===== src/rtl/vga_meas_pkg.sv =====
// Shared constants and types for VGA timing measurement.
// The default timing is the standard 640x480 mode.
package vga_meas_pkg;

  localparam int unsigned CW = 12;

  typedef logic [CW-1:0] meas_t;

  localparam int unsigned DefHPixels     = 640;
  localparam int unsigned DefHPeriod     = 800;
  localparam int unsigned DefVPixels     = 480;
  localparam int unsigned DefVPeriod     = 525;
  localparam int unsigned DefLockFrames  = 2;

endpackage


===== src/rtl/sync_edge_det.sv =====
// Two-flop input register with polarity normalisation.
// Emits the active-high level plus leading/trailing edge pulses.
module sync_edge_det #(
  parameter logic ActLevel = 1'b1
) (
  input  logic clk_i,
  input  logic rst_i,
  input  logic sig_i,
  output logic lvl_o,
  output logic lead_o,
  output logic trail_o
);

  logic s1_d, s1_q;
  logic s2_d, s2_q;

  always_comb begin
    s1_d = (sig_i == ActLevel);
    s2_d = s1_q;
  end

  always_ff @(posedge clk_i) begin
    if (rst_i) begin
      s1_q <= 1'b0;
      s2_q <= 1'b0;
    end else begin
      s1_q <= s1_d;
      s2_q <= s2_d;
    end
  end

  assign lvl_o   = s1_q;
  assign lead_o  = s1_q & ~s2_q;
  assign trail_o = ~s1_q & s2_q;

endmodule


===== src/rtl/vga_sync_decoder.sv =====
// Recovers pixel coordinates from a raw hsync/vsync/en stream, measures the
// line and frame timing, and declares lock when it matches the expected mode.
module vga_sync_decoder
  import vga_meas_pkg::*;
#(
  parameter logic        H_POL       = 1'b0,
  parameter logic        V_POL       = 1'b0,
  parameter int unsigned H_PIXELS    = DefHPixels,
  parameter int unsigned H_PERIOD    = DefHPeriod,
  parameter int unsigned V_PIXELS    = DefVPixels,
  parameter int unsigned V_PERIOD    = DefVPeriod,
  parameter int unsigned LOCK_FRAMES = DefLockFrames,
  parameter int unsigned CW          = vga_meas_pkg::CW
) (
  input  logic          pixel_clk,
  input  logic          reset,
  input  logic          hsync,
  input  logic          vsync,
  input  logic          en,
  output logic          de_o,
  output logic [CW-1:0] pxl_x,
  output logic [CW-1:0] pxl_y,
  output logic          line_start,
  output logic          frame_start,
  output logic [CW-1:0] h_total,
  output logic [CW-1:0] h_active,
  output logic [CW-1:0] hs_width,
  output logic [CW-1:0] v_total,
  output logic [CW-1:0] v_active,
  output logic          locked,
  output logic          timeout
);

  localparam logic [CW-1:0] CntMax     = '1;
  localparam logic [CW-1:0] One        = {{(CW-1){1'b0}}, 1'b1};
  localparam logic [CW-1:0] HPeriod    = CW'(H_PERIOD);
  localparam logic [CW-1:0] HPixels    = CW'(H_PIXELS);
  localparam logic [CW-1:0] VPeriod    = CW'(V_PERIOD);
  localparam logic [CW-1:0] VPixels    = CW'(V_PIXELS);
  localparam logic [CW-1:0] LockFrames = CW'(LOCK_FRAMES);

  function automatic logic [CW-1:0] sat_inc(input logic [CW-1:0] v);
    return (v == CntMax) ? v : v + One;
  endfunction

  logic hs_lvl, hs_lead, hs_trail;
  logic vs_lvl, vs_lead, vs_trail;
  logic en_lvl, en_lead, en_trail;
  logic unused_vs;

  sync_edge_det #(.ActLevel(H_POL)) u_hs_det (
    .clk_i   (pixel_clk),
    .rst_i   (reset),
    .sig_i   (hsync),
    .lvl_o   (hs_lvl),
    .lead_o  (hs_lead),
    .trail_o (hs_trail)
  );

  sync_edge_det #(.ActLevel(V_POL)) u_vs_det (
    .clk_i   (pixel_clk),
    .rst_i   (reset),
    .sig_i   (vsync),
    .lvl_o   (vs_lvl),
    .lead_o  (vs_lead),
    .trail_o (vs_trail)
  );

  sync_edge_det #(.ActLevel(1'b1)) u_en_det (
    .clk_i   (pixel_clk),
    .rst_i   (reset),
    .sig_i   (en),
    .lvl_o   (en_lvl),
    .lead_o  (en_lead),
    .trail_o (en_trail)
  );

  assign unused_vs = vs_lvl ^ vs_trail;

  logic          seen_hs_d, seen_hs_q;
  logic          seen_vs_d, seen_vs_q;
  logic [CW-1:0] h_cnt_d, h_cnt_q;
  logic [CW-1:0] v_cnt_d, v_cnt_q;
  logic [CW-1:0] hs_w_d, hs_w_q;
  logic [CW-1:0] de_cnt_d, de_cnt_q;
  logic [CW-1:0] act_cnt_d, act_cnt_q;
  logic          line_had_de_d, line_had_de_q;
  logic          line_err_d, line_err_q;
  logic [CW-1:0] lock_cnt_d, lock_cnt_q;
  logic          de_d, de_q;
  logic [CW-1:0] pxl_x_d, pxl_x_q;
  logic [CW-1:0] pxl_y_d, pxl_y_q;
  logic          line_start_d, line_start_q;
  logic          frame_start_d, frame_start_q;
  logic [CW-1:0] h_total_d, h_total_q;
  logic [CW-1:0] h_active_d, h_active_q;
  logic [CW-1:0] hs_width_d, hs_width_q;
  logic [CW-1:0] v_total_d, v_total_q;
  logic [CW-1:0] v_active_d, v_active_q;
  logic          locked_d, locked_q;
  logic          timeout_d, timeout_q;

  logic          had_de;
  logic          line_bad;
  logic          sat_hit;
  logic          frame_good;
  logic [CW-1:0] frame_act;

  always_comb begin
    had_de     = line_had_de_q | en_trail;
    line_bad   = hs_lead & seen_hs_q & (sat_inc(h_cnt_q) != HPeriod);
    sat_hit    = ~hs_lead & (h_cnt_q == CntMax);
    frame_act  = had_de ? sat_inc(act_cnt_q) : act_cnt_q;
    frame_good = (v_cnt_q == VPeriod) & (frame_act == VPixels) &
                 (h_active_q == HPixels) & ~(line_err_q | line_bad);

    // Horizontal measurement
    seen_hs_d    = seen_hs_q | hs_lead;
    h_cnt_d      = hs_lead ? '0 : sat_inc(h_cnt_q);
    h_total_d    = (hs_lead && seen_hs_q) ? sat_inc(h_cnt_q) : h_total_q;
    line_err_d   = line_err_q | line_bad;
    hs_w_d       = hs_lvl ? (hs_lead ? One : sat_inc(hs_w_q)) : hs_w_q;
    hs_width_d   = hs_trail ? hs_w_q : hs_width_q;
    timeout_d    = hs_lead ? 1'b0 : (sat_hit | timeout_q);
    line_start_d = hs_lead;

    // Active region and coordinates
    de_d       = en_lvl;
    de_cnt_d   = en_lvl ? (en_lead ? One : sat_inc(de_cnt_q)) : de_cnt_q;
    pxl_x_d    = en_lead ? '0 : (en_lvl ? sat_inc(pxl_x_q) : pxl_x_q);
    h_active_d = en_trail ? de_cnt_q : h_active_q;
    pxl_y_d    = en_trail ? sat_inc(pxl_y_q) : pxl_y_q;

    // Vertical measurement
    v_cnt_d       = hs_lead ? sat_inc(v_cnt_q) : v_cnt_q;
    act_cnt_d     = hs_lead ? frame_act : act_cnt_q;
    line_had_de_d = hs_lead ? 1'b0 : had_de;
    seen_vs_d     = seen_vs_q;
    v_total_d     = v_total_q;
    v_active_d    = v_active_q;
    lock_cnt_d    = lock_cnt_q;
    locked_d      = locked_q;
    frame_start_d = vs_lead;

    if (vs_lead) begin
      // A coincident hs edge opens the first line of the new frame.
      v_cnt_d       = hs_lead ? One : '0;
      act_cnt_d     = '0;
      line_had_de_d = 1'b0;
      pxl_y_d       = '0;
      seen_vs_d     = 1'b1;
      line_err_d    = 1'b0;
      if (seen_vs_q) begin
        v_total_d  = v_cnt_q;
        v_active_d = frame_act;
        if (frame_good) begin
          lock_cnt_d = (lock_cnt_q >= LockFrames) ? LockFrames : sat_inc(lock_cnt_q);
          locked_d   = locked_q | (lock_cnt_d == LockFrames);
        end else begin
          lock_cnt_d = '0;
          locked_d   = 1'b0;
        end
      end
    end

    if (sat_hit) begin
      lock_cnt_d = '0;
      locked_d   = 1'b0;
    end
  end

  always_ff @(posedge pixel_clk) begin
    if (reset) begin
      seen_hs_q     <= 1'b0;
      seen_vs_q     <= 1'b0;
      h_cnt_q       <= '0;
      v_cnt_q       <= '0;
      hs_w_q        <= '0;
      de_cnt_q      <= '0;
      act_cnt_q     <= '0;
      line_had_de_q <= 1'b0;
      line_err_q    <= 1'b0;
      lock_cnt_q    <= '0;
      de_q          <= 1'b0;
      pxl_x_q       <= '0;
      pxl_y_q       <= '0;
      line_start_q  <= 1'b0;
      frame_start_q <= 1'b0;
      h_total_q     <= '0;
      h_active_q    <= '0;
      hs_width_q    <= '0;
      v_total_q     <= '0;
      v_active_q    <= '0;
      locked_q      <= 1'b0;
      timeout_q     <= 1'b0;
    end else begin
      seen_hs_q     <= seen_hs_d;
      seen_vs_q     <= seen_vs_d;
      h_cnt_q       <= h_cnt_d;
      v_cnt_q       <= v_cnt_d;
      hs_w_q        <= hs_w_d;
      de_cnt_q      <= de_cnt_d;
      act_cnt_q     <= act_cnt_d;
      line_had_de_q <= line_had_de_d;
      line_err_q    <= line_err_d;
      lock_cnt_q    <= lock_cnt_d;
      de_q          <= de_d;
      pxl_x_q       <= pxl_x_d;
      pxl_y_q       <= pxl_y_d;
      line_start_q  <= line_start_d;
      frame_start_q <= frame_start_d;
      h_total_q     <= h_total_d;
      h_active_q    <= h_active_d;
      hs_width_q    <= hs_width_d;
      v_total_q     <= v_total_d;
      v_active_q    <= v_active_d;
      locked_q      <= locked_d;
      timeout_q     <= timeout_d;
    end
  end

  assign de_o        = de_q;
  assign pxl_x       = pxl_x_q;
  assign pxl_y       = pxl_y_q;
  assign line_start  = line_start_q;
  assign frame_start = frame_start_q;
  assign h_total     = h_total_q;
  assign h_active    = h_active_q;
  assign hs_width    = hs_width_q;
  assign v_total     = v_total_q;
  assign v_active    = v_active_q;
  assign locked      = locked_q;
  assign timeout     = timeout_q;

endmodule

===== config.mk =====
export PLATFORM = sky130hd
export DESIGN_NAME = vga_sync_decoder
export DESIGN_NICKNAME = d
export VERILOG_FILES = /design/src/rtl/vga_meas_pkg.sv /design/src/rtl/sync_edge_det.sv /design/src/rtl/vga_sync_decoder.sv
export SDC_FILE = /design/constraint.sdc
export NUM_CORES = 1
export LEC_CHECK = 0
export CORE_ASPECT_RATIO = 1.75
export CORE_MARGIN = 2
export CORE_UTILIZATION = 55
export DETAILED_ROUTE_END_ITERATION = 8
export MAX_ROUTING_LAYER = met4
export PLACE_DENSITY = 0.91
export SLEW_MARGIN = 20
export SYNTH_ARGS = -nofsm -noshare
export SYNTH_HDL_FRONTEND = slang
export SYNTH_SLANG_ARGS = --single-unit

===== constraint.sdc =====
create_clock -name pixel_clk -period 4.65 [get_ports pixel_clk]
set_input_delay 0.465 -clock pixel_clk [delete_from_list [all_inputs] [get_ports pixel_clk]]
set_output_delay 0.465 -clock pixel_clk [all_outputs]
set_load 0.01 [all_outputs]

# Word level (Yosys, flattened, before mapping)
# Cells that the tools add are included.
[totals]
ff_bits = 170
in_bits = 5
output_inout_bits = 89
wordCells = 107
[classes]
add_sub_neg = 8
magnitude_cmp = 1
eq_ne = 16
mux = 15
bitwise_logic = 27
reduce_logical = 13
[op_table]
columns = ["cell", "count"]
rows = [
  ["12-bit 2-to-1 mux", 13],
  ["12-bit by 1-bit adder with 12-bit output (second input constant)", 8],
  ["12-bit equality test (second input constant)", 8],
  ["12-bit by 10-bit equality test with 1-bit output (second input constant)", 2],
  ["12-bit by 2-bit equality test with 1-bit output (second input constant)", 1],
  ["12-bit by 9-bit equality test with 1-bit output (second input constant)", 1],
  ["12-bit by 2-bit >= comparator with 1-bit output (second input constant)", 1],
  ["12-bit by 10-bit != test with 1-bit output (second input constant)", 1],
  ["2-bit AND reduction", 6],
  ["1-bit AND", 11],
  ["1-bit NOT", 11],
  ["2-bit OR reduction", 4],
  ["2-bit != test (second input constant)", 3],
  ["1-bit bitwise OR", 5],
  ["3-bit OR reduction", 1],
  ["1-bit 2-to-1 mux", 2],
  ["2-bit nonzero test", 1],
  ["1-bit logical AND", 1],
]

# Depth between registers and ports, before layout
[logic_depth]
depth_word = 9
ltp_mapped = 10
mapped_depth_nobuf = 10

# By module
# Synthesis repeated with hierarchy kept, for this count alone.
[hier_totals]
cells_unflattened = 836
area_unflattened_um2 = 7315.8
[by_module_without_submodules]
columns = ["mod", "n_inst", "cells_each", "area_each_um2", "seq_area_each_um2"]
rows = [
  ["vga_sync_decoder", 1, 818, 7125.6, 3303.2],
  ["sync_edge_det at u_hs_det ...", 2, 6, 62.6, 40.0],
  ["sync_edge_det at u_en_det", 1, 6, 65.1, 40.0],
]

# Least setup slack after synthesis
# OpenSTA, ideal clock, no wires.
[synth_path]
path_type = "register to register"
from = "reg act_cnt_q[0]"
to = "reg lock_cnt_q[1]"
setup_time_ps = 70
arrival_ps = 2456
t_required_ps = 4580
path_slack_ps = 2124
stages_incl_launch_ff = 10
path_buffers = 0
period_less_slack_ps = 2526
path_cell_list = "dfxtp_1 -> ha_1 -> nand2_1 -> a2111oi_0 -> mux2i_1 -> nand4_1 -> nor3_1 -> nand4_2 -> or4_1 -> a21oi_1"
[synth_via]
elab_chain_len = 8
elab_cells_between_ends = 9
classes_between = "add/sub (1); eq/ne (2); mux (3); bitwise (3)"
[synth_rtl]
columns = ["element", "line_no", "text"]
rows = [
  ["start: declaration", "vga_sync_decoder.sv:86", "logic [CW-1:0] act_cnt_d, act_cnt_q;"],
  ["start signal: assignment", "vga_sync_decoder.sv:203", "act_cnt_q <= act_cnt_d;"],
  ["12-bit by 1-bit adder with 12-bit output or 12-bit equality test (tied branches)", "vga_sync_decoder.sv:43", "return (v == CntMax) ? v : v + One;"],
  ["12-bit 2-to-1 mux", "vga_sync_decoder.sv:43", ""],
  ["12-bit 2-to-1 mux *", "vga_sync_decoder.sv:113", "frame_act = had_de ? sat_inc(act_cnt_q) : act_cnt_q;"],
  ["12-bit by 9-bit equality test with 1-bit output *", "vga_sync_decoder.sv:114", "frame_good = (v_cnt_q == VPeriod) & (frame_act == VPixels) &"],
  ["1-bit AND * (2 in a row)", "vga_sync_decoder.sv:114", ""],
  ["1-bit AND *", "vga_sync_decoder.sv:115", "(h_active_q == HPixels) & ~(line_err_q | line_bad);"],
  ["12-bit 2-to-1 mux *", "vga_sync_decoder.sv:156", "if (frame_good) begin"],
  ["end signal: assignment", "vga_sync_decoder.sv:206", "lock_cnt_q <= lock_cnt_d;"],
  ["end: declaration", "vga_sync_decoder.sv:89", "logic [CW-1:0] lock_cnt_d, lock_cnt_q;"],
]
# Mark *: on every way between the ends. The rest lies on a longest branch, timed or not.
# A chain may end at the register's enable or synchronous reset.

==> key figures <==
Critical path
  • Reg2Reg Launch Point: de_o$_SDFF_PP0_
  • Crit path cell chain: nand2b_1, a2111oi_0, mux2i_1, nand4_1, nor3_1, nand4_2, or3_1, a211oi_1
  • RR Endpoint: lock_cnt_q[2]$_SDFFE_PP0P_
  • WP data required: approximately 5 ns
  • CP Capture Point: lock_cnt_q[2]$_SDFFE_PP0P_
  • Crit path from: de_o$_SDFF_PP0_
  • Worst path max stage delay: 0.67 ns
  • Crit path DAT: between 3 and 4 ns
  • Critical path type: flop to flop
  • CP max FO: 16
  • R2R setup slack: between 1.5 and 2 ns
  • Crit start category: flop
  • Worst path depth: 8
  • Crit. End Element: flop
  • Slowest CP cell: a2111oi_0
  • Top Family by Delay on Critical Path: simple AND/OR/NAND/NOR gates
  • Critical path buffer and inverter count: 0
  • Cells on worst reg2reg path: 8

Logic synthesis
  • Post-synthesis sequential area ratio: a little under half
  • Ys async rst share: 0%
  • Top FF cell, synth: dfxtp_1
  • Post-Syn Area: around 0.0071 mm²
  • Cells after Synth: around 850
  • Post-synth cell types: between 50 and 60
  • Ys Warns: 0
  • Number of flops mapped to enable cells by yosys: 0
  • Post-Syn Nets: about 860
  • Flops & latches, synth: 170
  • Synthesized area per cell: between 8 and 9 µm²

Clock network
  • Worst-Skew Late Latency: between 0.4 and 0.5 ns
  • Htree depth: 4
  • Num CTS Buffers: 17
  • CTS tree: done
  • Clock transition at the registers of the reported paths: roughly 0.07 ns
  • Root Driver: clkbuf_16
  • Clock sink total: 170
  • Hold buffer count at cts: 0
  • Post-cts sizing count: 0
  • Post-CTS setup buffers: 0
  • Clk buf depth: 2

Route
  • DRC Markers: 0
  • Initial drt markers: roughly 350
  • DR pass1 iterations: 5
  • Via count: around 6200
  • Total Wirelength: approximately 17000 µm
  • WL per Instance: between 15 and 20 µm
  • Vias per cell: 5.62
  • Post-route ant nets: 0

Floorplan
  • Die Y: 154 µm
  • # IOs: 94
  • Die area: 0.0139 mm²
  • Initial Util: 55.6%
  • Rows: 55
  • Area of the core: about 0.013 mm²
  • Die W: 90.0 µm

Timing
  • Peak Freq: about 0.33 GHz
  • Hold slack final: 0.452 ns
  • Tightest Pin Transition: approximately 1.0 ns
  • Final setup TNS: 0 ns
  • Final Max Tran Viols: 0
  • Final min period: 3.07 ns
  • Worst clock skew: a little under 0.009 ns
  • Final setup viols: 0
  • RSZ-0062 raised after global routing: false
  • Final hold vios: 0
  • Final period util: about 66%
  • Slew HR: around a third

Cells and area
  • Cell area after layout: between 0.008 and 0.009 mm²
  • Multi-input gate area: 0.00353 mm²
  • Fraction of layout cells with a size suffix above 1: under 10%
  • Fill count: 1036
  • Post-layout instance count excluding filler cells: about 1100
  • Util after Layout: around two thirds
  • Sequential Area: about 0.0034 mm²
  • Fin nets: roughly 940
  • Area delta synth->final: 23.0%
  • ANT cells: 0

GRT
  • Global-route wire length before repair: 28400 µm
  • Total grt overflow: 0
  • Vias in the first global route: between 6000 and 7000
  • Initial antenna violation count: 0
  • Total track usage: approximately 26%
  • Largest net degree at the start of global routing: 73

Job
  • Max_cap viols: 0

Placement
  • Placed Area: between 0.008 and 0.009 mm²
  • Placed Cells incl. Taps: 1076
  • HPWL Detailed: between 10000 and 15000 µm
  • Placer congestion estimate: ~0.90
  • PortBufs: 93

Power and ir drop
  • PwrDens: around 350 mW/mm²
  • Worst VDD drop: 0.267 mV
  • Leak: between 3 and 4 nW

Worst hold path
  • Hold WC Path Type: flop to flop

Outcome
  • Status: completed
layout by cell type (no fill, tap or decap), types with 3 or more instances in the layout:
master / n
o31ai_1: 4
nor2_1: 123
dfxtp_1: 170
a22o_1: 3
inv_6: 3
ha_1: 10
inv_8: 3
xnor2_1: 20
nand4_1: 32
inv_1: 12
xor2_1: 36
a211oi_1: 13
a31oi_1: 9
nand2b_1: 7
a21oi_1: 65
o21ai_0: 24
or3_1: 7
or4_1: 4
mux2i_1: 5
nand3_1: 20
clkdlybuf4s50_1: 92
clkinv_4: 3
nand2_1: 124
nor2b_1: 20
and4_1: 9
nor3_1: 21
nor4_1: 7
clkbuf_16: 17
and2_1: 4
and3_1: 18
a21o_1: 3
power breakdown:
group / switching [mW] / internal [mW] / total [mW] / leakage [nW]
combinational: 0.0731 / 0.0359 / 0.109 / 1.34
clock: 0.611 / 0.837 / 1.45 / 0.300
sequential: 0.0156 / 1.47 / 1.49 / 1.37
cell usage after synthesis, drive strengths merged, types with 7 or more instances:
cell	n	area [µm²]
nand2b	7	43.8
dfxtp	170	3400
buf	8	33.8
nor2	123	462
clkbuf	28	106
xnor2	20	175
nand3	22	120
a31oi	9	56.3
or3	7	43.8
nor2b	20	125
a211oi	13	97.6
nor3	21	105
and3	18	113
inv	12	45.0
o21ai	25	125
a21oi	65	325
nor4	9	68.8
nand4	33	213
and4	9	78.8
nand2	124	465
xor2	36	315
ha	10	125
kinds of logic (layout without fill, tap and decap cells):
| kind of cell | after synthesis | in the layout | synth area share, % |
|---|---|---|---|
| compound gates | 141 | 141 | 11.8 |
| xor+xnor | 56 | 56 | 6.90 |
| fa+ha+maj | 10 | 10 | 1.76 |
| buf+inv | 48 | 139 | 2.60 |
| flops | 170 | 170 | 47.8 |
| mux | 7 | 7 | 1.02 |
| simple gates | 414 | 414 | 28.1 |
worst min-delay path by stage:
stage	startpoint	end	cells after the start
finish	u_vs_det.s2_q$_SDFF_PP0_	frame_start$_SDFF_PP0_	1
global route	u_vs_det.s2_q$_SDFF_PP0_	frame_start$_SDFF_PP0_	1
CTS	h_total[10]$_SDFFE_PP0P_	h_total[10]$_SDFFE_PP0P_	2
detailed placement	h_total[10]$_SDFFE_PP0P_	h_total[10]$_SDFFE_PP0P_	2
global placement	u_vs_det.s2_q$_SDFF_PP0_	frame_start$_SDFF_PP0_	1
floorplan	u_vs_det.s2_q$_SDFF_PP0_	frame_start$_SDFF_PP0_	1
area by class of cell:
| type | count | area share (%) |
|---|---|---|
| Clock buffer | 19 | 5.18 |
| Timing Repair Buffer | 95 | 10.8 |
| Multi-Input combinational cell | 628 | 40.4 |
| Clock inverter | 13 | 1.82 |
| Inverter | 12 | 0.515 |
| Sequential cell | 170 | 38.9 |
| Tap cell | 171 | 2.45 |
worst register-to-register path, stage by stage (launching register included):
cell and delay [ns]:
dfxtp_1 0.42, nand2b_1 0.40, a2111oi_0 0.67, mux2i_1 0.33, nand4_1 0.12, nor3_1 0.24
nand4_2 0.16, or3_1 0.37, a211oi_1 0.26
metrics by stage:
| step | worst slack, ns | total power, mW |
|---|---|---|
| floorplan | 2.12 | 1.59 |
| global placement | 1.76 | 1.62 |
| detailed placement | 1.61 | 1.63 |
| CTS | 1.57 | 3.06 |
| global route | 1.23 | 3.13 |
| finish | 1.58 | 3.04 |
metal layers:
layer  routed length, µm  track usage, %
met2                9410            47.4
met4                 775            14.4
met3                 636            4.19
met5                   0               -
met1                6360            25.5
No activity file was read; power rests on OpenSTA's default activity.
